--- src/rtl/axi_ram_wr_if.sv ---
// AXI4 write-channel bundle (AW, W, B) shared by the write-side RAM model and its master.
interface axi_ram_wr_if #(
  parameter int DATA_WIDTH = 32,
  parameter int ADDR_WIDTH = 32,
  parameter int STRB_WIDTH = DATA_WIDTH / 8,
  parameter int ID_WIDTH   = 8
);
  logic [ID_WIDTH-1:0]   awid;
  logic [ADDR_WIDTH-1:0] awaddr;
  logic [7:0]            awlen;
  logic [2:0]            awsize;
  logic [1:0]            awburst;
  logic                  awvalid;
  logic                  awready;
  logic [DATA_WIDTH-1:0] wdata;
  logic [STRB_WIDTH-1:0] wstrb;
  logic                  wlast;
  logic                  wvalid;
  logic                  wready;
  logic [ID_WIDTH-1:0]   bid;
  logic [1:0]            bresp;
  logic                  bvalid;
  logic                  bready;

  modport master (
    output awid, awaddr, awlen, awsize, awburst, awvalid,
    input  awready,
    output wdata, wstrb, wlast, wvalid,
    input  wready,
    input  bid, bresp, bvalid,
    output bready
  );

  modport slave (
    input  awid, awaddr, awlen, awsize, awburst, awvalid,
    output awready,
    input  wdata, wstrb, wlast, wvalid,
    output wready,
    output bid, bresp, bvalid,
    input  bready
  );
endinterface

--- src/rtl/axi_ram_wr.sv ---
// AXI4 write slave: one burst at a time, turned into single-beat word writes.
// Optional macro AXI_RAM_WR_WRAP_EN enables WRAP bursts; otherwise every WRAP burst answers SLVERR.
module axi_ram_wr #(
  parameter int DATA_WIDTH = 32,
  parameter int ADDR_WIDTH = 32,
  parameter int STRB_WIDTH = DATA_WIDTH / 8,
  parameter int ID_WIDTH   = 8
) (
  input  logic                                        clk,
  input  logic                                        rst,
  axi_ram_wr_if.slave                                 s_axi,
  output logic                                        mem_wr_en,
  output logic [ADDR_WIDTH-$clog2(STRB_WIDTH)-1:0]    mem_wr_addr,
  output logic [DATA_WIDTH-1:0]                       mem_wr_data,
  output logic [STRB_WIDTH-1:0]                       mem_wr_strb
);

  localparam int          ADDR_LSB = $clog2(STRB_WIDTH);
  localparam int          WADDR_W  = ADDR_WIDTH - ADDR_LSB;
  localparam logic [2:0]  MAX_SIZE = 3'(ADDR_LSB);

  typedef enum logic [1:0] {
    IDLE  = 2'd0,
    WRITE = 2'd1,
    RESP  = 2'd2
  } state_t;

  state_t                state_q, state_d;
  logic [ID_WIDTH-1:0]   id_q, id_d;
  logic [ADDR_WIDTH-1:0] addr_q, addr_d;
  logic [7:0]            len_q, len_d;
  logic [2:0]            size_q, size_d;
  logic [1:0]            burst_q, burst_d;
  logic [7:0]            cnt_q, cnt_d;
  logic                  aw_err_q, aw_err_d;
  logic                  err_q, err_d;
  logic                  awready_q, awready_d;
  logic                  wready_q, wready_d;
  logic                  bvalid_q, bvalid_d;
  logic [ID_WIDTH-1:0]   bid_q, bid_d;
  logic [1:0]            bresp_q, bresp_d;
  logic                  mem_wr_en_q, mem_wr_en_d;
  logic [WADDR_W-1:0]    mem_wr_addr_q, mem_wr_addr_d;
  logic [DATA_WIDTH-1:0] mem_wr_data_q, mem_wr_data_d;
  logic [STRB_WIDTH-1:0] mem_wr_strb_q, mem_wr_strb_d;

  logic                  aw_hs_s;
  logic                  w_hs_s;
  logic                  last_s;
  logic                  aw_err_s;
  logic                  err_next_s;
  logic [ADDR_WIDTH-1:0] incr_sum_s;
  logic [ADDR_WIDTH-1:0] next_addr_s;

  assign aw_hs_s    = awready_q & s_axi.awvalid;
  assign w_hs_s     = wready_q & s_axi.wvalid;
  assign last_s     = (cnt_q == len_q);
  assign err_next_s = err_q | (s_axi.wlast != last_s);
  assign incr_sum_s = addr_q + (ADDR_WIDTH'(1'b1) << size_q);

`ifdef AXI_RAM_WR_WRAP_EN
  logic [ADDR_WIDTH-1:0] wrap_mask_s;
  assign wrap_mask_s = ((ADDR_WIDTH'(len_q) + ADDR_WIDTH'(1'b1)) << size_q) - ADDR_WIDTH'(1'b1);
`endif

  // Bursts rejected at AW: oversize beats, reserved burst type, illegal WRAP length.
  always_comb begin
    aw_err_s = 1'b0;
    if (s_axi.awsize > MAX_SIZE) begin
      aw_err_s = 1'b1;
    end else if (s_axi.awburst == 2'b11) begin
      aw_err_s = 1'b1;
    end else if (s_axi.awburst == 2'b10) begin
`ifdef AXI_RAM_WR_WRAP_EN
      aw_err_s = !(s_axi.awlen inside {8'd1, 8'd3, 8'd7, 8'd15});
`else
      aw_err_s = 1'b1;
`endif
    end else begin
      aw_err_s = 1'b0;
    end
  end

  // Address of the beat after the current one.
  always_comb begin
    next_addr_s = addr_q;
    case (burst_q)
      2'b00:   next_addr_s = addr_q;
      2'b01:   next_addr_s = incr_sum_s;
`ifdef AXI_RAM_WR_WRAP_EN
      2'b10:   next_addr_s = (addr_q & ~wrap_mask_s) | (incr_sum_s & wrap_mask_s);
`else
      2'b10:   next_addr_s = addr_q;
`endif
      default: next_addr_s = addr_q;
    endcase
  end

  // Burst FSM next state, burst context and registered outputs.
  always_comb begin
    state_d       = state_q;
    id_d          = id_q;
    addr_d        = addr_q;
    len_d         = len_q;
    size_d        = size_q;
    burst_d       = burst_q;
    cnt_d         = cnt_q;
    aw_err_d      = aw_err_q;
    err_d         = err_q;
    bid_d         = bid_q;
    bresp_d       = bresp_q;
    mem_wr_en_d   = 1'b0;
    mem_wr_addr_d = mem_wr_addr_q;
    mem_wr_data_d = mem_wr_data_q;
    mem_wr_strb_d = mem_wr_strb_q;

    case (state_q)
      IDLE: begin
        if (aw_hs_s) begin
          id_d     = s_axi.awid;
          addr_d   = s_axi.awaddr;
          len_d    = s_axi.awlen;
          size_d   = s_axi.awsize;
          burst_d  = s_axi.awburst;
          cnt_d    = 8'd0;
          aw_err_d = aw_err_s;
          err_d    = aw_err_s;
          state_d  = WRITE;
        end else begin
          state_d  = IDLE;
        end
      end
      WRITE: begin
        if (w_hs_s) begin
          cnt_d = cnt_q + 8'd1;
          err_d = err_next_s;
          // wlast mismatches only taint the response; the beat is still written.
          if (!aw_err_q) begin
            mem_wr_en_d   = 1'b1;
            mem_wr_addr_d = addr_q[ADDR_WIDTH-1:ADDR_LSB];
            mem_wr_data_d = s_axi.wdata;
            mem_wr_strb_d = s_axi.wstrb;
            addr_d        = next_addr_s;
          end else begin
            mem_wr_en_d   = 1'b0;
          end
          if (last_s) begin
            bid_d   = id_q;
            bresp_d = err_next_s ? 2'b10 : 2'b00;
            state_d = RESP;
          end else begin
            state_d = WRITE;
          end
        end else begin
          state_d = WRITE;
        end
      end
      RESP: begin
        if (s_axi.bready) begin
          state_d = IDLE;
        end else begin
          state_d = RESP;
        end
      end
      default: state_d = IDLE;
    endcase

    awready_d = (state_d == IDLE);
    wready_d  = (state_d == WRITE);
    bvalid_d  = (state_d == RESP);
  end

  // State and output registers; reset drops any burst in flight.
  always_ff @(posedge clk or posedge rst) begin
    if (rst) begin
      state_q       <= IDLE;
      id_q          <= '0;
      addr_q        <= '0;
      len_q         <= 8'd0;
      size_q        <= 3'd0;
      burst_q       <= 2'd0;
      cnt_q         <= 8'd0;
      aw_err_q      <= 1'b0;
      err_q         <= 1'b0;
      awready_q     <= 1'b0;
      wready_q      <= 1'b0;
      bvalid_q      <= 1'b0;
      bid_q         <= '0;
      bresp_q       <= 2'b00;
      mem_wr_en_q   <= 1'b0;
      mem_wr_addr_q <= '0;
      mem_wr_data_q <= '0;
      mem_wr_strb_q <= '0;
    end else begin
      state_q       <= state_d;
      id_q          <= id_d;
      addr_q        <= addr_d;
      len_q         <= len_d;
      size_q        <= size_d;
      burst_q       <= burst_d;
      cnt_q         <= cnt_d;
      aw_err_q      <= aw_err_d;
      err_q         <= err_d;
      awready_q     <= awready_d;
      wready_q      <= wready_d;
      bvalid_q      <= bvalid_d;
      bid_q         <= bid_d;
      bresp_q       <= bresp_d;
      mem_wr_en_q   <= mem_wr_en_d;
      mem_wr_addr_q <= mem_wr_addr_d;
      mem_wr_data_q <= mem_wr_data_d;
      mem_wr_strb_q <= mem_wr_strb_d;
    end
  end

  assign s_axi.awready = awready_q;
  assign s_axi.wready  = wready_q;
  assign s_axi.bvalid  = bvalid_q;
  assign s_axi.bid     = bid_q;
  assign s_axi.bresp   = bresp_q;
  assign mem_wr_en     = mem_wr_en_q;
  assign mem_wr_addr   = mem_wr_addr_q;
  assign mem_wr_data   = mem_wr_data_q;
  assign mem_wr_strb   = mem_wr_strb_q;

endmodule

--- src/flat_wrapper.sv ---
// flat-port wrapper written by rule: the top's interface ports become plain ports
module axi_ram_wr_flat 
#(
  parameter int DATA_WIDTH = 32,
  parameter int ADDR_WIDTH = 32,
  parameter int STRB_WIDTH = DATA_WIDTH / 8,
  parameter int ID_WIDTH   = 8
)
  (clk, rst, mem_wr_en, mem_wr_addr, mem_wr_data, mem_wr_strb, s_axi_awid, s_axi_awaddr, s_axi_awlen, s_axi_awsize, s_axi_awburst, s_axi_awvalid, s_axi_awready, s_axi_wdata, s_axi_wstrb, s_axi_wlast, s_axi_wvalid, s_axi_wready, s_axi_bid, s_axi_bresp, s_axi_bvalid, s_axi_bready);
  axi_ram_wr_if #(.DATA_WIDTH(DATA_WIDTH), .ADDR_WIDTH(ADDR_WIDTH), .STRB_WIDTH(STRB_WIDTH), .ID_WIDTH(ID_WIDTH)) s_axi_i ();
  input  logic clk;
  input  logic rst;
  output logic mem_wr_en;
  output logic [ADDR_WIDTH-$clog2(STRB_WIDTH)-1:0] mem_wr_addr;
  output logic [DATA_WIDTH-1:0] mem_wr_data;
  output logic [STRB_WIDTH-1:0] mem_wr_strb;
  input wire logic [$bits(s_axi_i.awid)-1:0] s_axi_awid;
  input wire logic [$bits(s_axi_i.awaddr)-1:0] s_axi_awaddr;
  input wire logic [$bits(s_axi_i.awlen)-1:0] s_axi_awlen;
  input wire logic [$bits(s_axi_i.awsize)-1:0] s_axi_awsize;
  input wire logic [$bits(s_axi_i.awburst)-1:0] s_axi_awburst;
  input wire logic [$bits(s_axi_i.awvalid)-1:0] s_axi_awvalid;
  output wire logic [$bits(s_axi_i.awready)-1:0] s_axi_awready;
  input wire logic [$bits(s_axi_i.wdata)-1:0] s_axi_wdata;
  input wire logic [$bits(s_axi_i.wstrb)-1:0] s_axi_wstrb;
  input wire logic [$bits(s_axi_i.wlast)-1:0] s_axi_wlast;
  input wire logic [$bits(s_axi_i.wvalid)-1:0] s_axi_wvalid;
  output wire logic [$bits(s_axi_i.wready)-1:0] s_axi_wready;
  output wire logic [$bits(s_axi_i.bid)-1:0] s_axi_bid;
  output wire logic [$bits(s_axi_i.bresp)-1:0] s_axi_bresp;
  output wire logic [$bits(s_axi_i.bvalid)-1:0] s_axi_bvalid;
  input wire logic [$bits(s_axi_i.bready)-1:0] s_axi_bready;
  assign s_axi_i.awid = s_axi_awid;
  assign s_axi_i.awaddr = s_axi_awaddr;
  assign s_axi_i.awlen = s_axi_awlen;
  assign s_axi_i.awsize = s_axi_awsize;
  assign s_axi_i.awburst = s_axi_awburst;
  assign s_axi_i.awvalid = s_axi_awvalid;
  assign s_axi_awready = s_axi_i.awready;
  assign s_axi_i.wdata = s_axi_wdata;
  assign s_axi_i.wstrb = s_axi_wstrb;
  assign s_axi_i.wlast = s_axi_wlast;
  assign s_axi_i.wvalid = s_axi_wvalid;
  assign s_axi_wready = s_axi_i.wready;
  assign s_axi_bid = s_axi_i.bid;
  assign s_axi_bresp = s_axi_i.bresp;
  assign s_axi_bvalid = s_axi_i.bvalid;
  assign s_axi_i.bready = s_axi_bready;
  axi_ram_wr #(.DATA_WIDTH(DATA_WIDTH), .ADDR_WIDTH(ADDR_WIDTH), .STRB_WIDTH(STRB_WIDTH), .ID_WIDTH(ID_WIDTH)) u_core (.clk(clk), .rst(rst), .s_axi(s_axi_i), .mem_wr_en(mem_wr_en), .mem_wr_addr(mem_wr_addr), .mem_wr_data(mem_wr_data), .mem_wr_strb(mem_wr_strb));
endmodule
--- config.mk ---
export PLATFORM = sky130hd
export DESIGN_NAME = axi_ram_wr_flat
export DESIGN_NICKNAME = d
export VERILOG_FILES = /design/src/rtl/axi_ram_wr_if.sv /design/src/rtl/axi_ram_wr.sv /design/src/flat_wrapper.sv
export SDC_FILE = /design/constraint.sdc
export NUM_CORES = 1
export LEC_CHECK = 0
export BUFFER_PORTS_ARGS = -buffer_cell sky130_fd_sc_hd__buf_2
export CAP_MARGIN = 30
export CORE_UTILIZATION = 25
export CTS_BUF_LIST = sky130_fd_sc_hd__clkbuf_4 sky130_fd_sc_hd__clkbuf_8
export DETAILED_ROUTE_END_ITERATION = 10
export SLEW_MARGIN = 20
export SYNTH_ARGS = -nofsm -noshare
export SYNTH_HDL_FRONTEND = slang
export SYNTH_SLANG_ARGS = --single-unit
--- constraint.sdc ---
create_clock -name clk -period 8.35 [get_ports clk]
set_input_delay 0.835 -clock clk [delete_from_list [all_inputs] [get_ports clk]]
set_output_delay 0.835 -clock clk [all_outputs]
set_load 0.02 [all_outputs]
==> impl_results.md, run 1 <==
- Pre-CTS WS: 5.29 ns
- Peak Freq: 372 MHz
- Final Hold Violating Endpoints: 0
- 1st-pass router iterations: 8
- DP HPWL: 12600 um
- Grt met3 use: 0.0338
- Asr flop ratio synth: 1.00
- Synth warn: 0
- Top FF cell, synth: dfrtp_1
- I/O pin cnt: 175
- GR peak layer: met2
- IR Drop Worst-Case VDD: 112 uV
- Die span in y: about 170 um
- Final GP Congestion: between 0.7 and 0.8
- Setup TNS Final: 0 ns
- Worst setup EP type: flop
- Routed Antenna Nets: 0
- Clock Path Buffers: 2
- Grt ovf: 0
- H-tree depth: 4
- Root Buffer: clkbuf_8
- Drt wl/cell: about 16 um
- DP Area: 8000 sq um
- CTS tree: built
- Final hold slack: 0.474 ns
- Clock sinks: 144
- Layout area overhead: 24.5%
- TritonCTS buffer count: 17
- Tot GR Track Use: 0.135
- Failing checks: design-rule violations
- Post-CTS sizing: 0
- Max capacitance violation total: 0
- CP arrival: slightly above 3 ns
- Fin crit share: 0.322
- Port Buffers: 173
- Largest net degree at the start of global routing: 84
- Final setup skew: 0.00911 ns
- CP max FO: 9
- Final setup vio count: 0
- Top cells by area, synth: dfrtp_1 53%, mux2_2 11%, nand2_1 5.4%
- Hold Path Class: reg2reg
- Commonest non-fill, non-tap cells in the layout: 173 x buf_2, 144 x dfrtp_1, 97 x nand2_1
- Drt total wl: 18200 um
- Number of flops mapped to enable cells by yosys: 0
- Core Box Area: approximately 26000 sq um
- Die W: approximately 170 um
- Lkg Pwr: 0.00401 uW
- Required time worst endpoint: approximately 8.7 ns
- Worst Path Class, Setup: reg2reg
- Synth area leader: dfrtp_1
- Min Clock Period, post-route: 2.69 ns
- First-pass GRT wire length: 28900 um
- Mapped Nets: slightly above 700
- Post-synthesis cell type count: 66
- Top-area cell type share of the netlist area: 0.534
- Setup Fix Bufs, Post-CTS: 0
- Power per cell area: 360 nW/um^2
- Slew @ Worst Pin: 0.808 ns
- Hold Buf Count CTS: 0
- Most common cell after layout, fill and taps aside: buf_2
- Share of cells above drive strength 1: 0.382
- Starting density of the core: 0.257
- Final nets: 885
- Die area: between 20000 and 30000 sq um
- Vias in the first global route: 5179
- Clock Latency Late Sink: 0.45 ns
- CP startpoint kind: flop
- GRT met2 Usage: 0.216
- Core Rows: 59
- RSZ-0062 raised after global routing: false
- Number of remaining DRC errors: 12
- Clock slew at reported path FFs: 0.09 ns
- M1 GR Usage: 0.177
- Design area: 8410 sq um
- Syn Inst Count: 612
- 1st-iter DRT viols: 352
- Worst slew margin: 0.462
- Setup WS post-layout: approximately 5.7 ns
- Flops & latches, synth: about 140
- Post-synthesis sequential area ratio: 0.534
- Antenna violations before repair: 1
- Final Slew Violations: 0
- Via count: 5230
- Outcome: finished with violations
- Vias per std cell: 4.63
- Synth Cell Area: 6750 sq um
- Average size of a mapped cell: 11.0 sq um
cell usage after synthesis, types with 3 or more instances:
| cell | instances |
|---|---|
| nand3_1 | 9 |
| nor3_1 | 10 |
| nand2_1 | 97 |
| inv_1 | 5 |
| ha_1 | 9 |
| o2111ai_1 | 4 |
| o211ai_1 | 5 |
| o21a_1 | 7 |
| a311oi_1 | 4 |
| a21oi_1 | 20 |
| o22ai_1 | 12 |
| nor3b_1 | 4 |
| buf_2 | 16 |
| nand4_1 | 10 |
| mux2_2 | 68 |
| clkbuf_1 | 11 |
| a31oi_1 | 8 |
| mux2i_1 | 5 |
| dfrtp_1 | 144 |
| nor2_1 | 44 |
| xnor2_1 | 13 |
| buf_4 | 4 |
| mux2_1 | 6 |
| a211oi_1 | 10 |
| o21ai_0 | 13 |
| buf_1 | 3 |
| and3_1 | 10 |
| a21o_1 | 6 |
| or3_1 | 3 |
| xor2_1 | 7 |
area by class of cell:
| class | instances | area (sq um) |
|---|---|---|
| Fill cell | 2738 | 17900 |
| Clock inverter | 11 | 138 |
| Timing Repair Buffer | 183 | 941 |
| Tap cell | 335 | 419 |
| Multi-Input combinational cell | 429 | 3010 |
| Inverter | 5 | 23.8 |
| Clock buffer | 21 | 277 |
| Sequential cell | 144 | 3600 |
| Antenna cell | 1 | 2.50 |
logic make-up (layout without fill, tap and decap cells):
logic type / after synthesis / count (layout) / synth area share
muxes: 79 / 79 / 0.131
AOI/OAI and AO/OA: 110 / 110 / 0.112
xor gates and xnor gates: 20 / 20 / 0.0259
DFF: 144 / 144 / 0.534
other: 1 / 2 / 0.000555
and+or+nand+nor: 209 / 209 / 0.150
adders and majority gates: 10 / 10 / 0.0196
buffers and inverters: 39 / 220 / 0.0269
layer usage:
layer  share of wire  vias to the layer above
li1                -                     2537
met1            0.46                     2546
met2            0.48                      132
met3           0.049                       15
met4           0.013                        0
met5               0                        -
state kept, by name, indices dropped and copies added, names as in the netlist, 2 cells and up:
name and count:
u_core.mem_wr_data 32, u_core.state_q 2, u_core.s_axi.bid 8, u_core.burst_q 2, u_core.cnt_q 8, u_core.id_q 8, u_core.size_q 3, u_core.len_q 8
u_core.addr_q 32, u_core.mem_wr_strb 4, u_core.mem_wr_addr 30
critical path, cell delays in order (launching register included):
cell,delay (ns)
dfrtp_1,0.47
nor3_1,0.11
ha_1,0.23
fa_1,0.43
a211oi_1,0.30
o21ai_2,0.19
o211ai_1,0.36
o22ai_1,0.15
a221oi_1,0.32
power breakdown:
group          leakage (uW)  switching, uW  internal [uW]
Sequential          0.00181            220            990
Combinational       0.00199            712            514
Clock              0.000208            279            315
stage by stage:
| step | util | power, uW | std cells |
|---|---|---|---|
| after floorplan | - | 2050 | 612 |
| after CTS | 0.320 | 3080 | 1128 |
| after detailed placement | 0.304 | 2470 | 1096 |
| after global routing | 0.320 | 3250 | 1129 |
| final | 0.320 | 3030 | 1129 |
| after global placement | 0.304 | 2440 | 1095 |
final timing paths:
kind,slack [ns],startpoint,cells after the start,to
min in group asynchronous,0.52,rst,2,u_core.mem_wr_data[8]$_DFFE_PP0P_
setup / recovery,5.66,u_core.size_q[0]$_DFFE_PP0P_,8,u_core.addr_q[18]$_DFFE_PP0P_
hold reg to reg,0.47,u_core.id_q[1]$_DFFE_PP0P_,2,u_core.id_q[1]$_DFFE_PP0P_
max in group asynchronous,6.49,rst,3,u_core.cnt_q[3]$_DFFE_PP0P_
hold / removal,0.47,u_core.id_q[1]$_DFFE_PP0P_,2,u_core.id_q[1]$_DFFE_PP0P_
setup reg to reg,5.66,u_core.size_q[0]$_DFFE_PP0P_,8,u_core.addr_q[18]$_DFFE_PP0P_
Power figures use the tool's default switching activity.
==> run 2: changes to the inputs <==
clock period = 2.8 ns   (was 8.35 ns; I/O delays follow)
==> run 2 against run 1 <==
The run still ends with design-rule violations left; first-iteration DRC count decreased by 4.3%; combinational power grew to 3.0 times the previous value; fmax up 4.9%; global-route usage grew 0.31 points; clock power up 150%; worst hold slack lost 0.45 ns; critical path depth unchanged; clock-buffer cell count increased by 2; routed wire length grew 1.0%; total power increased to 2.9 times the previous value; sequential share of layout area down 0.63 points; critical endpoint unchanged.
==> impl_results.md, run 2 (synthesized netlist as in run 1, its figures left out) <==
- Footprint of the multi-input gates: 3010 sq um (+0.17%)
- Hold Path Class: in2reg
- Setup WS post-layout: 0.240 ns (-5.42 ns)
- R2R Path End: u_core.addr_q[18]$_DFFE_PP0P_
- Clock slew at reported path FFs: 0.09 ns (about the same)
- NetSw: 3600 uW (+200%)
- Fill count: 2741 (+0.11%)
- Final GP Congestion: 0.834 (+4.7%)
- Clock sinks: 144 (unchanged)
- Drt wl/cell: 16.0 um (-0.55%)
- Clock Latency Late Sink: 0.45 ns (about the same)
- Via count: 5357 (+2.4%)
- Antenna violations before repair: 2 (+1)
- Hold depth: 3 (+1)
- Cell family with most CP delay: compound AO/OA/AOI/OAI gates
- Design area: 8540 sq um (+1.5%)
- Core Rows: 59 (unchanged)
- I/O pin cnt: 175 (unchanged)
- Final setup vio count: 0 (unchanged)
- Sequential share of power: 0.409 (+0.010)
- Critical-path top delay cell: dfrtp_1
- Int Pwr: 5220 uW (+190%)
- Peak Freq: 391 MHz (+4.9%)
- Routed Antenna Nets: 0 (unchanged)
- Gate power share: 0.424 (+0.020)
- CP startpoint kind: flop
- Starting density of the core: 0.257 (unchanged)
- Setup Fix Bufs, Post-CTS: 0 (unchanged)
- RSZ-0062 raised after global routing: false
- Die area: 27700 sq um (unchanged)
- Drt total wl: 18400 um (+1.0%)
- Crit path buf inv count: 0 (unchanged)
- Switching part of the total: 0.408 (+0.00856)
- Slew @ Worst Pin: 0.779 ns (-0.0283 ns)
- Worst slew margin: 0.467 (+0.00540)
- Required time worst endpoint: 3.14 ns (-5.56 ns)
- Final Slew Violations: 0 (unchanged)
- Grt ovf: 0 (unchanged)
- CP arrival: 2.90 ns (-0.13 ns)
- Clock Path Buffers: 2 (unchanged)
- Seq. cell area: 3600 sq um (unchanged)
- First-pass GRT wire length: 29600 um (+2.2%)
- 1st-iter DRT viols: 337 (-4.3%)
- Layout area overhead: 26.4%
- Worst setup EP type: flop
- Final setup skew: 0.0218 ns (+0.0127 ns)
- Most common cell after layout, fill and taps aside: buf_2
- Outcome: finished with violations
- Flop2flop setup slack: 0.24 ns (-5.42 ns)
- CP endpoint: u_core.addr_q[18]$_DFFE_PP0P_
- Worst Path Class, Setup: reg2reg
- Lkg Pwr: 0.00406 uW (+1.4%)
- CTS tree: built
- DP HPWL: 13300 um (+5.3%)
- Share of cells above drive strength 1: 0.384 (+0.00233)
- 1st-pass router iterations: 8 (unchanged)
- Number of remaining DRC errors: 20 (+8)
- Number of cells on the critical path: 8 (unchanged)
- IR Drop Worst-Case VDD: 345 uV (+210%)
- H-tree depth: 4 (unchanged)
- Failing checks: design-rule violations
- Vias per std cell: 4.67 (+0.82%)
- CP startpoint: u_core.size_q[1]$_DFFE_PP0P_
- DP Area: 8110 sq um (+1.4%)
- Power per cell area: 1030 nW/um^2 (+190%)
- CP max FO: 9 (unchanged)
- TritonCTS buffer count: 17 (unchanged)
- Largest net degree at the start of global routing: 54 (-36%)
- R2r worst-path depth: 8 (unchanged)
- Power share of the clock group: 0.167 (-0.029)
- Fin crit share: 0.914 (+0.593)
- Tot GR Track Use: 0.138 (+0.00309)
- Total power: 8820 uW (+190%)
- R2r startpoint: u_core.size_q[1]$_DFFE_PP0P_
- Vias in the first global route: 5315 (+2.6%)
- Worst path max stage delay: 0.47 ns (about the same)
- Setup TNS Final: 0 ns (unchanged)
- Final nets: 904 (+2.1%)
- Die W: 166 um (unchanged)
- Commonest non-fill, non-tap cells in the layout: 173 x buf_2, 144 x dfrtp_1, 97 x nand2_1
- Min Clock Period, post-route: 2.56 ns (-0.126 ns)
- Root Buffer: clkbuf_8
- Pre-CTS WS: 0.218 ns (-5.07 ns)
- Core Box Area: 26300 sq um (unchanged)
- Worst-path cell chain: nor3_1 > ha_1 > fa_1 > a211oi_2 > o21ai_2 > o211ai_1 > o22ai_1 > a221oi_1
- Final Hold Violating Endpoints: 0 (unchanged)
- Die span in y: 166 um (unchanged)
- Port Buffers: 173 (unchanged)
- Max capacitance violation total: 0 (unchanged)
==> run 2: cell count changes in the layout (fill, tap and decap cells not counted), sizes merged, moves of 2 or more <==
cell         previous run  this run
clkinv                  5         3
buf                   183       193
clkbuf                 21        23
bufinv                  3         0
dlygate4sd3             0         9
diode                   1         3
==> run 2: cell type report <==
type	count	area share
Inverter	5	0.00264
Sequential cell	144	0.422
Clock buffer	23	0.0341
Antenna cell	3	0.000879
Multi-Input combinational cell	429	0.353
Timing Repair Buffer	202	0.134
Clock inverter	6	0.00440
Tap cell	335	0.0491
==> run 2: metrics by stage <==
| step | hold WS, ns | cells | util |
|---|---|---|---|
| detailed placement | 0.366 | 1106 | 0.308 |
| finish | 0.0280 | 1147 | 0.325 |
| floorplan | 0.376 | 612 | - |
| global placement | 0.370 | 1106 | 0.308 |
| global route | 0.0103 | 1145 | 0.325 |
| CTS | 0.000240 | 1144 | 0.324 |
==> run 2: how the worst min path moves through the flow <==
stage / from / endpoint / slack, ns
CTS: s_axi_awid[5] / u_core.id_q[5]$_DFFE_PP0P_ / 0.0002
global placement: rst / u_core.mem_wr_data[10]$_DFFE_PP0P_ / 0.37
finish: s_axi_awid[5] / u_core.id_q[5]$_DFFE_PP0P_ / 0.03
global route: s_axi_awid[5] / u_core.id_q[5]$_DFFE_PP0P_ / 0.01
floorplan: s_axi_wlast / u_core.s_axi.bresp[1]$_DFFE_PP0P_ / 0.38
detailed placement: rst / u_core.mem_wr_data[10]$_DFFE_PP0P_ / 0.37
==> run 2: timing repair <==
item                                    4_1_cts  5_1_grt
gates resized for setup                       0        1
hold buffers                                  9        0
endpoints found under the hold margin        30        0
endpoints found under the setup margin        0        2
==> run 2: per-layer routing <==
layer	GRT usage	part of all wire
met5	0	0.00071
met4	0.0435	0.014
met3	0.0369	0.053
met2	0.220	0.48
met1	0.180	0.45
==> run 2: worst register-to-register path, stage by stage, from the launching register on <==
cell and delay (ns):
dfrtp_1 0.47, nor3_1 0.09, ha_1 0.22, fa_1 0.44, a211oi_2 0.28, o21ai_2 0.18, o211ai_1 0.34, o22ai_1 0.14
a221oi_1 0.30
==> run 2: power groups by stage <==
stage / combinational [uW] / clock [uW] / sequential, uW
6_report: 3740 / 1480 / 3610
2_1_floorplan: 1960 / 0 / 4160
5_1_grt: 4110 / 1610 / 3770
3_3_place_gp: 3720 / 0 / 3620
3_5_place_dp: 3770 / 0 / 3660
4_1_cts: 3780 / 1550 / 3620
==> run 3: changes to the inputs <==
RECOVER_POWER = 50   (was not set)
SETUP_SLACK_MARGIN = 0.3   (was not set)
clock period = 3.26 ns   (was 2.8 ns; I/O delays follow)
==> run 3 against run 2 <==
The flow finishes with violations (design-rule violations, max-capacitance violations, max-slew violations); flip-flop and latch count stayed put; register-to-register slack better by 0.24 ns; routed wire length down 0.54%; worst hold slack better by 0.041 ns; global-route usage fell by 0.29 points; via count shrank 2.3%; sequential share of layout area up 0.82 points; non-clock buffer count down 13; fmax fell by 7.9%; critical path depth fell by 3; critical path type unchanged.
==> impl_results.md, run 3 (synthesized netlist as in run 1, its figures left out) <==
- Outcome: finished with violations
- Failing checks: design-rule violations, max-capacitance violations, max-slew violations
- Commonest non-fill, non-tap cells in the layout: 144 x dfrtp_1, 97 x nand2_1, 94 x buf_2
- Vias in the first global route: 5033 (-5.3%)
- 1st-iter DRT viols: 299 (-11%)
- Final GP Congestion: 0.812 (-2.6%)
- H-tree depth: 4 (unchanged)
- Core Box Area: 26300 sq um (unchanged)
- Share of cells above drive strength 1: 0.285 (-0.0991)
- Core Rows: 59 (unchanged)
- Clock Latency Late Sink: 0.45 ns (about the same)
- Fin crit share: 0.853 (-0.0615)
- Die W: 166 um (unchanged)
- Die area: 27700 sq um (unchanged)
- 1st-pass router iterations: 8 (unchanged)
- Min Clock Period, post-route: 2.78 ns (+0.220 ns)
- Clock sinks: 144 (unchanged)
- TritonCTS buffer count: 17 (unchanged)
- Required time worst endpoint: 3.62 ns (+0.48 ns)
- Antenna violations before repair: 1 (-1)
- Hold Path Origin: s_axi_awid[7]
- RSZ-0062 raised after global routing: false
- Final setup skew: 0.0170 ns (-0.00487 ns)
- Worst Path Class, Setup: reg2reg
- Slew @ Worst Pin: 1.89 ns (+1.11 ns)
- I/O pin cnt: 175 (unchanged)
- Number of remaining DRC errors: 10 (-50%)
- Root Buffer: clkbuf_8
- Final Slew Violations: 36 (+36)
- R2r startpoint: u_core.state_q[1]$_DFF_PP0_
- Starting density of the core: 0.257 (unchanged)
- DP HPWL: 13000 um (-2.4%)
- Clock Path Buffers: 2 (unchanged)
- Setup TNS Final: 0 ns (unchanged)
- Power per cell area: 921 nW/um^2 (-11%)
- Worst path max stage delay: 1.39 ns (+0.92 ns)
- CTS tree: built
- R2R Path End: u_core.addr_q[17]$_DFFE_PP0P_
- Via count: 5233 (-2.3%)
- Final Hold Violating Endpoints: 0 (unchanged)
- Worst slew margin: -0.258 (-0.725)
- Max capacitance violation total: 1 (+1)
- Cell family with most CP delay: buffers and inverters
- Peak Freq: 360 MHz (-7.9%)
- Worst setup EP type: flop
- Flop2flop setup slack: 0.48 ns (+0.24 ns)
- Layout area overhead: 24.0%
- Grt ovf: 0 (unchanged)
- Crit path buf inv count: 1 (+1)
- CP arrival: 3.14 ns (+0.24 ns)
- CP startpoint kind: flop
- IR Drop Worst-Case VDD: 357 uV (+3.5%)
- R2r worst-path depth: 5 (-3)
- Most common cell after layout, fill and taps aside: dfrtp_1
- Fill count: 2764 (+0.84%)
- Final nets: 891 (-1.4%)
- Drt total wl: 18300 um (-0.54%)
- Final setup vio count: 0 (unchanged)
- Port Buffers: 173 (unchanged)
- Hold depth: 3 (unchanged)
- Worst-path cell chain: nor4bb_4 > clkbuf_1 > nor2_1 > o31a_1 > a211oi_1
- Critical-path top delay cell: clkbuf_1
- Hold Path Sink: u_core.id_q[7]$_DFFE_PP0P_
- Setup WS post-layout: 0.480 ns (+0.240 ns)
- Lkg Pwr: 0.00377 uW (-7.2%)
- Pre-CTS WS: 0.637 ns (+0.420 ns)
- CP max FO: 35 (+26)
- Clock slew at reported path FFs: 0.09 ns (about the same)
- Vias per std cell: 4.61 (-1.3%)
- Largest net degree at the start of global routing: 62 (+15%)
- First-pass GRT wire length: 29000 um (-1.9%)
- Total power: 7710 uW (-13%)
- Routed Antenna Nets: 0 (unchanged)
- Drt wl/cell: 16.1 um (+0.51%)
- Hold Path Class: in2reg
- Tot GR Track Use: 0.135 (-0.00292)
- Die span in y: 166 um (unchanged)
[run 3: worst register-to-register path, delay by kind of cell, from the launching register on]
kind                   cells  cell delay [ns]
flip-flops                 1             0.52
AO/OA/AOI/OAI              2             0.39
buffers and inverters      1             1.39
AND/OR/NAND/NOR            2             0.41
[run 3: layout make-up]
cell class,count,area [sq um],area share
Clock inverter,10,133,0.0158
Clock buffer,22,297,0.0354
Tap cell,335,419,0.0500
Sequential cell,144,3600,0.430
Timing Repair Buffer,189,893,0.107
Antenna cell,1,2.50,0.000299
Inverter,5,20.0,0.00239
Multi-Input combinational cell,429,3010,0.359
[run 3: metrics by stage]
stage / area, sq um / utilization / hold slack (ns) / std cells
2_1_floorplan: 6760 / - / 0.422 / 612
3_3_place_gp: 8040 / 0.306 / 0.424 / 1101
3_5_place_dp: 8040 / 0.306 / 0.423 / 1101
4_1_cts: 8480 / 0.323 / 0.0298 / 1134
5_1_grt: 8380 / 0.319 / 0.0337 / 1135
6_report: 8380 / 0.319 / 0.0689 / 1135
[run 3: worst max path at each step]
| stage | slack (ns) | cells after the start | end | from |
|---|---|---|---|---|
| after detailed placement | 0.64 | 8 | u_core.addr_q[18]$_DFFE_PP0P_ | u_core.size_q[0]$_DFFE_PP0P_ |
| after global routing | 0.27 | 6 | u_core.addr_q[30]$_DFFE_PP0P_ | u_core.state_q[1]$_DFF_PP0_ |
| after CTS | 0.63 | 8 | u_core.addr_q[18]$_DFFE_PP0P_ | u_core.size_q[1]$_DFFE_PP0P_ |
| final | 0.48 | 5 | u_core.addr_q[17]$_DFFE_PP0P_ | u_core.state_q[1]$_DFF_PP0_ |
| after floorplan | 0.83 | 9 | u_core.addr_q[18]$_DFFE_PP0P_ | u_core.size_q[0]$_DFFE_PP0P_ |
| after global placement | 0.75 | 8 | u_core.addr_q[18]$_DFFE_PP0P_ | u_core.size_q[0]$_DFFE_PP0P_ |
[run 3: per-layer routing]
| metal | track usage | wire, um |
|---|---|---|
| met5 | 0 | 0 |
| met4 | 0.0390 | 267 |
| met2 | 0.214 | 8580 |
| met3 | 0.0362 | 1070 |
| met1 | 0.179 | 8380 |
[run 3: timing repair]
item                      CTS  global route
hold buffers                1             0
hold endpoints to repair   23             0
buffers inserted            0             0
gates resized for setup     0             0
[run 3: power by group]
part / internal (uW) / leakage (uW) / total, uW / switching (uW)
logic: 1210 / 0.00175 / 3050 / 1840
registers: 2540 / 0.00181 / 3110 / 573
clock network: 843 / 0.000214 / 1550 / 708
total: 4590 / 0.00377 / 7710 / 3130
